$ cat src/rtl/cam_pkg.sv
`default_nettype none
// ---------------------------------------------------------------------------
// cam_pkg: shared camera-path FSM type, counter widths and luma helper.
// Rev 1.0
// ---------------------------------------------------------------------------
package cam_pkg;

   localparam int CAM_X_W = 12;
   localparam int CAM_Y_W = 11;

   typedef enum logic [1:0] {
      GFC_IDLE    = 2'd0,
      GFC_WAIT_VS = 2'd1,
      GFC_CAPTURE = 2'd2,
      GFC_DONE    = 2'd3
   } gfc_state_t;

   // Green carries the 6 luma MSBs; replicating its top bits maps 0->0 and 63->255.
   function automatic logic [7:0] rgb565_grey_to_y8(input logic [15:0] rgb);
      logic unused_rb;
      unused_rb = ^{rgb[15:11], rgb[4:0]};
      return {rgb[10:5], rgb[10:9]};
   endfunction

endpackage
`default_nettype wire

$ cat src/rtl/cam_pos_cnt.sv
`default_nettype none
// ---------------------------------------------------------------------------
// cam_pos_cnt: vsync/de edge detection, pixel/line counters and window flag.
// Rev 1.0
// ---------------------------------------------------------------------------
module cam_pos_cnt
   import cam_pkg::*;
#(
   parameter int VS_POL = 1,
   parameter int WIN_X0 = 0,
   parameter int WIN_Y0 = 0,
   parameter int WIN_W  = 28,
   parameter int WIN_H  = 28
) (
   input  logic               clk,
   input  logic               rst_n,
   input  logic               clr_i,
   input  logic               en_i,
   input  logic               vsync_i,
   input  logic               de_i,
   output logic               vs_edge_o,
   output logic [CAM_X_W-1:0] x_cnt_o,
   output logic [CAM_Y_W-1:0] y_cnt_o,
   output logic               in_win_o
);

   localparam logic               c_VS_ACT = (VS_POL != 0);
   localparam logic [CAM_X_W-1:0] c_X0     = CAM_X_W'(WIN_X0);
   localparam logic [CAM_Y_W-1:0] c_Y0     = CAM_Y_W'(WIN_Y0);
   localparam logic [CAM_X_W-1:0] c_WW     = CAM_X_W'(WIN_W);
   localparam logic [CAM_Y_W-1:0] c_WH     = CAM_Y_W'(WIN_H);

   logic               vs_q;
   logic               de_q;
   logic [CAM_X_W-1:0] x_cnt_q, x_cnt_d;
   logic [CAM_Y_W-1:0] y_cnt_q, y_cnt_d;
   logic [CAM_X_W-1:0] w_x_rel;
   logic [CAM_Y_W-1:0] w_y_rel;

   assign vs_edge_o = (vsync_i == c_VS_ACT) && (vs_q != c_VS_ACT);

   always_comb begin
      x_cnt_d = x_cnt_q;
      y_cnt_d = y_cnt_q;
      if (clr_i) begin
         x_cnt_d = '0;
         y_cnt_d = '0;
      end else if (en_i) begin
         if (de_i) begin
            x_cnt_d = x_cnt_q + CAM_X_W'(1);
         end else if (de_q) begin
            x_cnt_d = '0;
            y_cnt_d = y_cnt_q + CAM_Y_W'(1);
         end
      end
   end

   // Reset to the active level so a vsync already asserted at reset is not an edge.
   always_ff @(posedge clk or negedge rst_n) begin
      if (!rst_n) begin
         vs_q    <= c_VS_ACT;
         de_q    <= 1'b0;
         x_cnt_q <= '0;
         y_cnt_q <= '0;
      end else begin
         vs_q    <= vsync_i;
         de_q    <= de_i;
         x_cnt_q <= x_cnt_d;
         y_cnt_q <= y_cnt_d;
      end
   end

   // Offset subtraction wraps below the origin, so one unsigned compare covers both bounds.
   assign w_x_rel  = x_cnt_q - c_X0;
   assign w_y_rel  = y_cnt_q - c_Y0;
   assign in_win_o = (w_x_rel < c_WW) && (w_y_rel < c_WH);
   assign x_cnt_o  = x_cnt_q;
   assign y_cnt_o  = y_cnt_q;

endmodule
`default_nettype wire

$ cat src/rtl/gray_frame_ctrl.sv
`default_nettype none
// ---------------------------------------------------------------------------
// gray_frame_ctrl: arms on start, crops one frame window into the CNN buffer.
// Optional build macro GRAY_FRAME_CTRL_BINARIZE_EN thresholds luma at THRESH. Rev 1.0
// ---------------------------------------------------------------------------
module gray_frame_ctrl
   import cam_pkg::*;
#(
   parameter int IMG_W  = 640,
   parameter int IMG_H  = 480,
   parameter int WIN_X0 = 0,
   parameter int WIN_Y0 = 0,
   parameter int WIN_W  = 28,
   parameter int WIN_H  = 28,
   parameter int VS_POL = 1,
   parameter int THRESH = 128
) (
   input  logic                           clk,
   input  logic                           rst_n,
   input  logic                           start,
   input  logic                           abort,
   input  logic                           in_vsync,
   input  logic                           in_hsync,
   input  logic                           in_de,
   input  logic [15:0]                    in_rgb,
   output logic                           wr_en,
   output logic [$clog2(WIN_W*WIN_H)-1:0] wr_addr,
   output logic [7:0]                     wr_data,
   output logic                           busy,
   output logic                           done,
   output logic                           frame_err
);

   localparam int               c_AW        = $clog2(WIN_W*WIN_H);
   localparam logic [c_AW-1:0]  c_LAST_ADDR = c_AW'(WIN_W*WIN_H - 1);

   if ((WIN_X0 + WIN_W > IMG_W) || (WIN_Y0 + WIN_H > IMG_H)) begin : g_win_illegal
      $error("gray_frame_ctrl: crop window exceeds the active image");
   end
   if ((THRESH < 0) || (THRESH > 255)) begin : g_thresh_illegal
      $error("gray_frame_ctrl: THRESH must fit in 8 bits");
   end

   gfc_state_t         state_q, state_d;
   logic               err_d;
   logic               err_q, done_q, busy_q;
   logic               wr_en_q, last_q;
   logic [c_AW-1:0]    wr_addr_q, addr_cnt_q;
   logic [7:0]         wr_data_q;

   logic               w_vs_edge, w_in_win, w_cnt_clr, w_cnt_en, w_hit;
   logic [CAM_X_W-1:0] w_x_cnt;
   logic [CAM_Y_W-1:0] w_y_cnt;
   logic [7:0]         w_y8, w_pix;
   logic               unused_pos;

   assign w_cnt_clr  = (state_q == GFC_WAIT_VS) && w_vs_edge;
   assign w_cnt_en   = (state_q == GFC_CAPTURE);
   assign unused_pos = ^{in_hsync, w_x_cnt, w_y_cnt};

   cam_pos_cnt #(
      .VS_POL (VS_POL),
      .WIN_X0 (WIN_X0),
      .WIN_Y0 (WIN_Y0),
      .WIN_W  (WIN_W),
      .WIN_H  (WIN_H)
   ) u_pos (
      .clk       (clk),
      .rst_n     (rst_n),
      .clr_i     (w_cnt_clr),
      .en_i      (w_cnt_en),
      .vsync_i   (in_vsync),
      .de_i      (in_de),
      .vs_edge_o (w_vs_edge),
      .x_cnt_o   (w_x_cnt),
      .y_cnt_o   (w_y_cnt),
      .in_win_o  (w_in_win)
   );

   // last_q marks the final write in flight; nothing further may be written behind it.
   assign w_hit = w_cnt_en && in_de && w_in_win && !last_q && !w_vs_edge;

   assign w_y8 = rgb565_grey_to_y8(in_rgb);
`ifdef GRAY_FRAME_CTRL_BINARIZE_EN
   assign w_pix = (w_y8 >= 8'(THRESH)) ? 8'hFF : 8'h00;
`else
   assign w_pix = w_y8;
`endif

   always_comb begin
      state_d = state_q;
      err_d   = 1'b0;
      case (state_q)
         GFC_IDLE: begin
            if (start) state_d = GFC_WAIT_VS;
         end
         GFC_WAIT_VS: begin
            if (abort)          state_d = GFC_IDLE;
            else if (w_vs_edge) state_d = GFC_CAPTURE;
         end
         GFC_CAPTURE: begin
            if (abort) begin
               state_d = GFC_IDLE;
               err_d   = 1'b1;
            end else if (last_q) begin
               state_d = GFC_DONE;
            end else if (w_vs_edge) begin
               state_d = GFC_IDLE;
               err_d   = 1'b1;
            end
         end
         GFC_DONE: state_d = GFC_IDLE;
         default:  state_d = GFC_IDLE;
      endcase
   end

   // Status flags are registered from the next state so they track state_q exactly.
   always_ff @(posedge clk or negedge rst_n) begin
      if (!rst_n) begin
         state_q    <= GFC_IDLE;
         busy_q     <= 1'b0;
         done_q     <= 1'b0;
         err_q      <= 1'b0;
         wr_en_q    <= 1'b0;
         last_q     <= 1'b0;
         wr_addr_q  <= '0;
         addr_cnt_q <= '0;
         wr_data_q  <= '0;
      end else begin
         state_q <= state_d;
         busy_q  <= (state_d != GFC_IDLE);
         done_q  <= (state_d == GFC_DONE);
         err_q   <= err_d;
         wr_en_q <= w_hit;
         last_q  <= w_hit && (addr_cnt_q == c_LAST_ADDR);
         if (w_cnt_clr) begin
            wr_addr_q  <= '0;
            addr_cnt_q <= '0;
         end else if (w_hit) begin
            wr_addr_q  <= addr_cnt_q;
            addr_cnt_q <= addr_cnt_q + c_AW'(1);
            wr_data_q  <= w_pix;
         end
      end
   end

   assign wr_en     = wr_en_q;
   assign wr_addr   = wr_addr_q;
   assign wr_data   = wr_data_q;
   assign busy      = busy_q;
   assign done      = done_q;
   assign frame_err = err_q;

endmodule
`default_nettype wire

$ cat config.mk
export PLATFORM = sky130hd
export DESIGN_NAME = gray_frame_ctrl
export DESIGN_NICKNAME = d
export VERILOG_FILES = /design/src/rtl/cam_pkg.sv /design/src/rtl/cam_pos_cnt.sv /design/src/rtl/gray_frame_ctrl.sv
export SDC_FILE = /design/constraint.sdc
export NUM_CORES = 1
export LEC_CHECK = 0
export BUFFER_PORTS_ARGS = -buffer_cell sky130_fd_sc_hd__buf_2
export CORE_ASPECT_RATIO = 0.6
export CORE_MARGIN = 2
export CORE_UTILIZATION = 47
export DETAILED_ROUTE_END_ITERATION = 7
export GPL_ROUTABILITY_DRIVEN = 0
export PLACE_DENSITY = 0.69
export SETUP_SLACK_MARGIN = 0.1
export SYNTH_ARGS = -nofsm -noshare
export SYNTH_HDL_FRONTEND = slang
export SYNTH_SLANG_ARGS = --single-unit
export TNS_END_PERCENT = 10
$ cat constraint.sdc
create_clock -name clk -period 4.9 [get_ports clk]
set_clock_uncertainty 0.15 [all_clocks]
set_input_delay 0.245 -clock clk [delete_from_list [all_inputs] [get_ports clk]]
set_output_delay 0.245 -clock clk [all_outputs]
set_load 0.05 [all_outputs]
== Word-level counts from Yosys, hierarchy flattened ==
Index checks and enable logic that the tools add are counted.
W data, S select, Z words.
Storage, ports and cells
  bits in registers: 60
  latch bits: 0
  bits in writable memories: 0
  memory bits (read-only): 0
  input bits: 23
  output and inout bits: 22
  logic and storage cells: 68
  memories: 0
Cells by class
  add/sub/neg operators: 3
  multipliers: 0
  div/mod/pow operators: 0
  order comparisons: 2
  eq/ne operators: 6
  shift operators: 0
  muxes and demuxes: 23
  bitwise logic cells: 2
  reductions and logical operators: 19
Operators by type and width (count)
  $mux W12: 4
  $mux W11: 4
  $mux W10: 4
  $add A12 B1 Y12 const B: 1
  $lt A12 B5 Y1 const B: 1
  $mux W2: 6
  $add A11 B1 Y11 const B: 1
  $lt A11 B5 Y1 const B: 1
  $add A10 B1 Y10 const B: 1
  $eq A10 B10 Y1 const B: 1
  $logic_and A1 B1 Y1: 8
  $pmux W2 S4: 1
  $reduce_bool A2 Y1: 4
  $eq A2 B2 Y1 const B: 3
  $mux W1: 4
  $reduce_and A2 Y1: 2
  $reduce_and A3 Y1: 1
  $reduce_bool A3 Y1: 1
  $eq A2 B1 Y1 const B: 1
  $logic_not A1 Y1: 2
  $logic_not A2 Y1: 1
  $ne A2 B1 Y1 const B: 1
  $not A1 Y1: 2

== Logic depth before layout (Yosys ltp) ==
  depth after elaboration: 7
  depth in mapped cells: 8
  mapped depth without buffers: 6

== By module ==
Synthesis repeated with hierarchy kept, for this count alone.
Unflattened totals
  cell total of the unflattened synthesis: 274
  area, all modules: 2849.0 µm²
By module, submodules not included
  gray_frame_ctrl: times used 1, cells each 144, area each 1577.8 µm², sequential area each 825.8 µm²
  cam_pos_cnt: times used 1, cells each 130, area each 1271.2 µm², sequential area each 626.9 µm²

== Least setup slack after synthesis ==
Ideal clock, no wire load.
  path kind: register -> register
  from: register u_pos.x_cnt_q[7] (netlist: u_pos.x_cnt_o[7])
  to: register addr_cnt_q[5]
  setup time: 0.078 ns
  data arrival time: 1.878 ns
  data required time: 4.672 ns
  slack: 2.794 ns
  cell stages (with the launch flop): 7
  path buffers: 1
  cell sequence: dfrtp_1 > nor4_2 > nand3_1 > or3_4 > buf_6 > or4_1 > a21oi_1
Between the ends
  longest elaborated chain between the ends: 6
Ends and longest elaborated chain
  from (decl): line cam_pos_cnt.sv:35  | logic [CAM_X_W-1:0] x_cnt_q, x_cnt_d;
  from (signal assigned): line cam_pos_cnt.sv:68  | x_cnt_q <= x_cnt_d;
  $lt A12 B5 Y1: line cam_pos_cnt.sv:76  | assign in_win_o = (w_x_rel < c_WW) && (w_y_rel < c_WH);
  $logic_and A1 B1 Y1: line cam_pos_cnt.sv:76
  $logic_and A1 B1 Y1 (3 in a row): line gray_frame_ctrl.sv:81  | assign w_hit = w_cnt_en && in_de && w_in_win && !last_q && !w_vs_edge;
  $reduce_bool A2 Y1 (no line)
  to (signal assigned): line gray_frame_ctrl.sv:141  | addr_cnt_q <= addr_cnt_q + c_AW'(1);
  to (decl): line gray_frame_ctrl.sv:48  | logic [c_AW-1:0] wr_addr_q, addr_cnt_q;
No other way between the ends.
A chain may end at the register's enable or synchronous reset.

== Worst setup path after layout ==
  from: register state_q[0]
  to: register addr_cnt_q[4]
Between the ends
  longest elaborated chain between the ends: 6
  elaborated cells on any way between the ends: 9
Ends and longest elaborated chain
  from (decl): line gray_frame_ctrl.sv:44  | gfc_state_t state_q, state_d;
  from (signal assigned): line gray_frame_ctrl.sv:130  | state_q <= state_d;
  $eq A2 B2 Y1: line gray_frame_ctrl.sv:58  | assign w_cnt_en = (state_q == GFC_CAPTURE);
  $logic_and A1 B1 Y1 (4 in a row): line gray_frame_ctrl.sv:81
  $reduce_bool A2 Y1 (no line)
Several ways; a longest one is shown, not always the timed one.

==> results.yml <==
outcome:
  status: "finished, final reports clean"
clocking:
  cts_tree: "yes"
  numCtsBuffers: 9
  cts_resized: 0
  hold_buffers: 11
  cts_max_path_buffers: 2
  cts_max_level: 3
  cts_root_buf: "clkbuf_8"
  clk_latency_ns: 0.33
  cts.clk_slew.worst_paths_ns: 0.07
  clock-sinks: 58
  postCtsSetupBuffers: 0
detailed_routing:
  totalWireLength_um: 5460
  routed-wl-met3_um: 374
  drc_errors: 0
  wl_met1_um: 2840
  top_layer: "met4"
  antenna_left: 0
  dr.pass1.iters: 4
  avgViaCountPerCell: 5.32
  wire_per_inst_um: 13.7
  drt-initial-drc-count: 125
  via_count: 2114
  dr_wl_met2_um: 2180
synthesis:
  synth_simple_gate_area_share_pct: 23.7
  ys_ff_latch: 58
  synthAdderAreaFrac_pct: 1.40
  synth_ff_type: "dfrtp_1"
  yosysMostFrequentCell: "dfrtp_1"
  ys_warn_count: 0
  synth_compound_area_share_pct: 9.04
  synth_nets: 296
  synth_top_family_by_area: "simple AND/OR/NAND/NOR gates"
  synth-xor-area-share_pct: 4.90
  synth_edf_count: 0
  syn_area_per_cell_um2: 9.94
  synth.cell_area_um2: 2680
  synthTopCellsByArea: "dfrtp_1 53%, nand2_1 6.3%, nor2_1 3.9%, o21ai_0 3.5%, xor2_1 3.3%"
  ys_top_cells_by_count: "57 x dfrtp_1, 45 x nand2_1, 28 x nor2_1"
  async_reset_ff_share_pct: 100
  synthCells: 270
  synth_largest_area_cell: "dfrtp_1"
  synthMuxAreaShare_pct: 3.68
  synth_top_cell_area_share_pct: 53.1
  yosysSeqAreaShare_pct: 54.1
  ys_types: 44
floorplanning:
  coreArea_um2: 5540
  num_io_pins: 45
  start_util_pct: 48.4
  die_w_um: 102
  dieHeight_um: 62.5
  die-area_um2: 6350
  rows: 21
pwr:
  p_sw_w: 0.000345
  p_int_w: 0.000857
  clockPowerShare_pct: 40.4
  vdd_drop_max_mv: 0.270
  seq_power_share_pct: 43.9
  p_leak_nw: 1.53
  p_per_area_nw_per_um2: 374
  total_power_w: 0.00120
  switching_share_pct: 28.7
  p_comb_share_pct: 15.7
worst_setup_path:
  worstRegToRegCells: 6
  endpoint_kind: "register"
  crit_required_ns: 4.96
  regToRegEndpoint: "addr_cnt_q[4]"
  critPathMaxFanout: 36
  r2r-start: "state_q[0]"
  crit_path_start: "state_q[0]"
  path_class: "register to register"
  reg2reg_slack_ns: 2.04
  cp-start-kind: "register"
  critical_path_arrival_ns: 2.92
global_routing:
  overflow: 0
  antenna_found_initial: 0
  grt_first_pass_wirelength_um: 9480
  grtUsageTotal_pct: 19.3
  grt_start_max_net_pins: 59
  grt_pass1_vias: 1909
timing:
  tns_ns: 0
  layout_min_cycle_time_ns: 2.86
  setup_viol: 0
  rsz0062_at_grt: "no"
  relSlewSlack_pct: 41.4
  worst_pin_slew_ns: 0.873
  max_freq_mhz: 350
  final-hold-violation-count: 0
  fin_ws_ns: 2.04
  finalCritPeriodShare_pct: 58.3
  slew_violations: 0
worst_hold_path:
  worstHoldPathType: "register to register"
  hold_path_depth: 1
  min_from: "u_pos.x_cnt_o[11]"
  hold_end: "u_pos.x_cnt_o[11]"
place:
  dp_hpwl_um: 3540
  dp_slack_ns: 2.08
  numPortBuffers: 33
flow_run:
  maxCapViolations: 0
cells_and_area:
  diodes: 0
  seqCellArea_um2: 1450
  multi_input_area_um2: 1150
  fillCellCount: 481
  drive_gt1_share_pct: 20.2
  area_delta_synth_final_pct: 19.7
  fin_nets: 338
==> kinds of logic (layout without fill, tap and decap cells) <==
logic type,after synthesis,count (layout)
and+or+nand+nor,128,128
buffers and inverters,17,64
adders and majority gates,3,3
AOI/OAI and AO/OA,40,40
xor gates and xnor gates,15,15
DFF,58,58
muxes,9,9
==> worst max-delay path by stage <==
stage               endpoint  depth (start not counted)
2_1_floorplan  addr_cnt_q[5]                          6
3_3_place_gp   addr_cnt_q[4]                          6
3_5_place_dp   addr_cnt_q[4]                          6
4_1_cts        addr_cnt_q[4]                          6
5_1_grt        addr_cnt_q[4]                          6
6_report       addr_cnt_q[4]                          6
==> flip-flops by register name (all words and copies together) (netlist names) <==
signal         cells
wr_data            6
u_pos.vs_q         1
busy               1
last_q             1
addr_cnt_q        10
frame_err          1
u_pos.x_cnt_o     12
u_pos.y_cnt_o     11
wr_en              1
state_q            2
done               1
u_pos.de_q         1
wr_addr           10
==> critical path, stage by stage (launching register included) <==
cell and delay (ns):
dfrtp_1 0.46, nor2b_1 0.43, nand4_1 0.16, or3_4 0.42, clkinv_1 0.51, nor2_1 0.21
a221o_1 0.39
==> cell usage in the layout (no fill, tap or decap), types with 3 or more instances in the layout <==
cell type      synthesis  routed
buf_2                  1      33
dfrtp_1               57      57
nor2_1                28      28
xnor2_1                5       5
nand2_1               45      45
clkbuf_8               0      10
or2_2                  4       4
o31ai_1                3       3
nor4_1                 4       4
a21oi_1                8       8
nand3_1               12      12
xor2_1                10      10
nand4_1                9       9
nor3_1                 5       5
dlygate4sd3_1          0      11
o21ai_0               19      19
and3_1                 6       6
mux2_2                 7       7
or4_1                  4       4
ha_1                   3       3
==> layout make-up <==
cell class / count / area share (%)
flip-flops and latches: 58 / 45.2
clock inverters: 5 / 2.41
repair buffers: 45 / 8.80
inverters: 3 / 0.350
multi-input cells: 195 / 35.7
well taps: 80 / 3.12
clock buffers: 11 / 4.40
==> per-layer routing <==
layer  vias to the layer above  global-route usage [%]
met5                         -                       0
met4                         0                    5.74
met3                         7                    7.27
met2                        56                    24.7
met1                      1021                    30.0
li1                       1030                       -
==> stage by stage <==
| step | hold WS, ns | cell area [um2] | instances | utilization, % |
|---|---|---|---|---|
| floorplan | -0.201 | 2680 | 270 | - |
| finish | 0.348 | 3210 | 397 | 58.0 |
| CTS | 0.355 | 3210 | 397 | 58.0 |
| detailed placement | 0.234 | 2880 | 370 | 52.0 |
| global route | 0.391 | 3210 | 397 | 58.0 |
| global placement | 0.235 | 2880 | 370 | 52.0 |
==> power by group through the flow <==
stage                     Sequential, W  Combinational (W)  Clock [W]
after detailed placement       0.000536           0.000183          0
final                          0.000528           0.000189   0.000486
after CTS                      0.000527           0.000190   0.000496
after floorplan                0.000602          0.0000741          0
after global placement         0.000534           0.000182          0
after global routing           0.000532           0.000202   0.000521
Note: power is estimated with default switching activity, not from simulation.
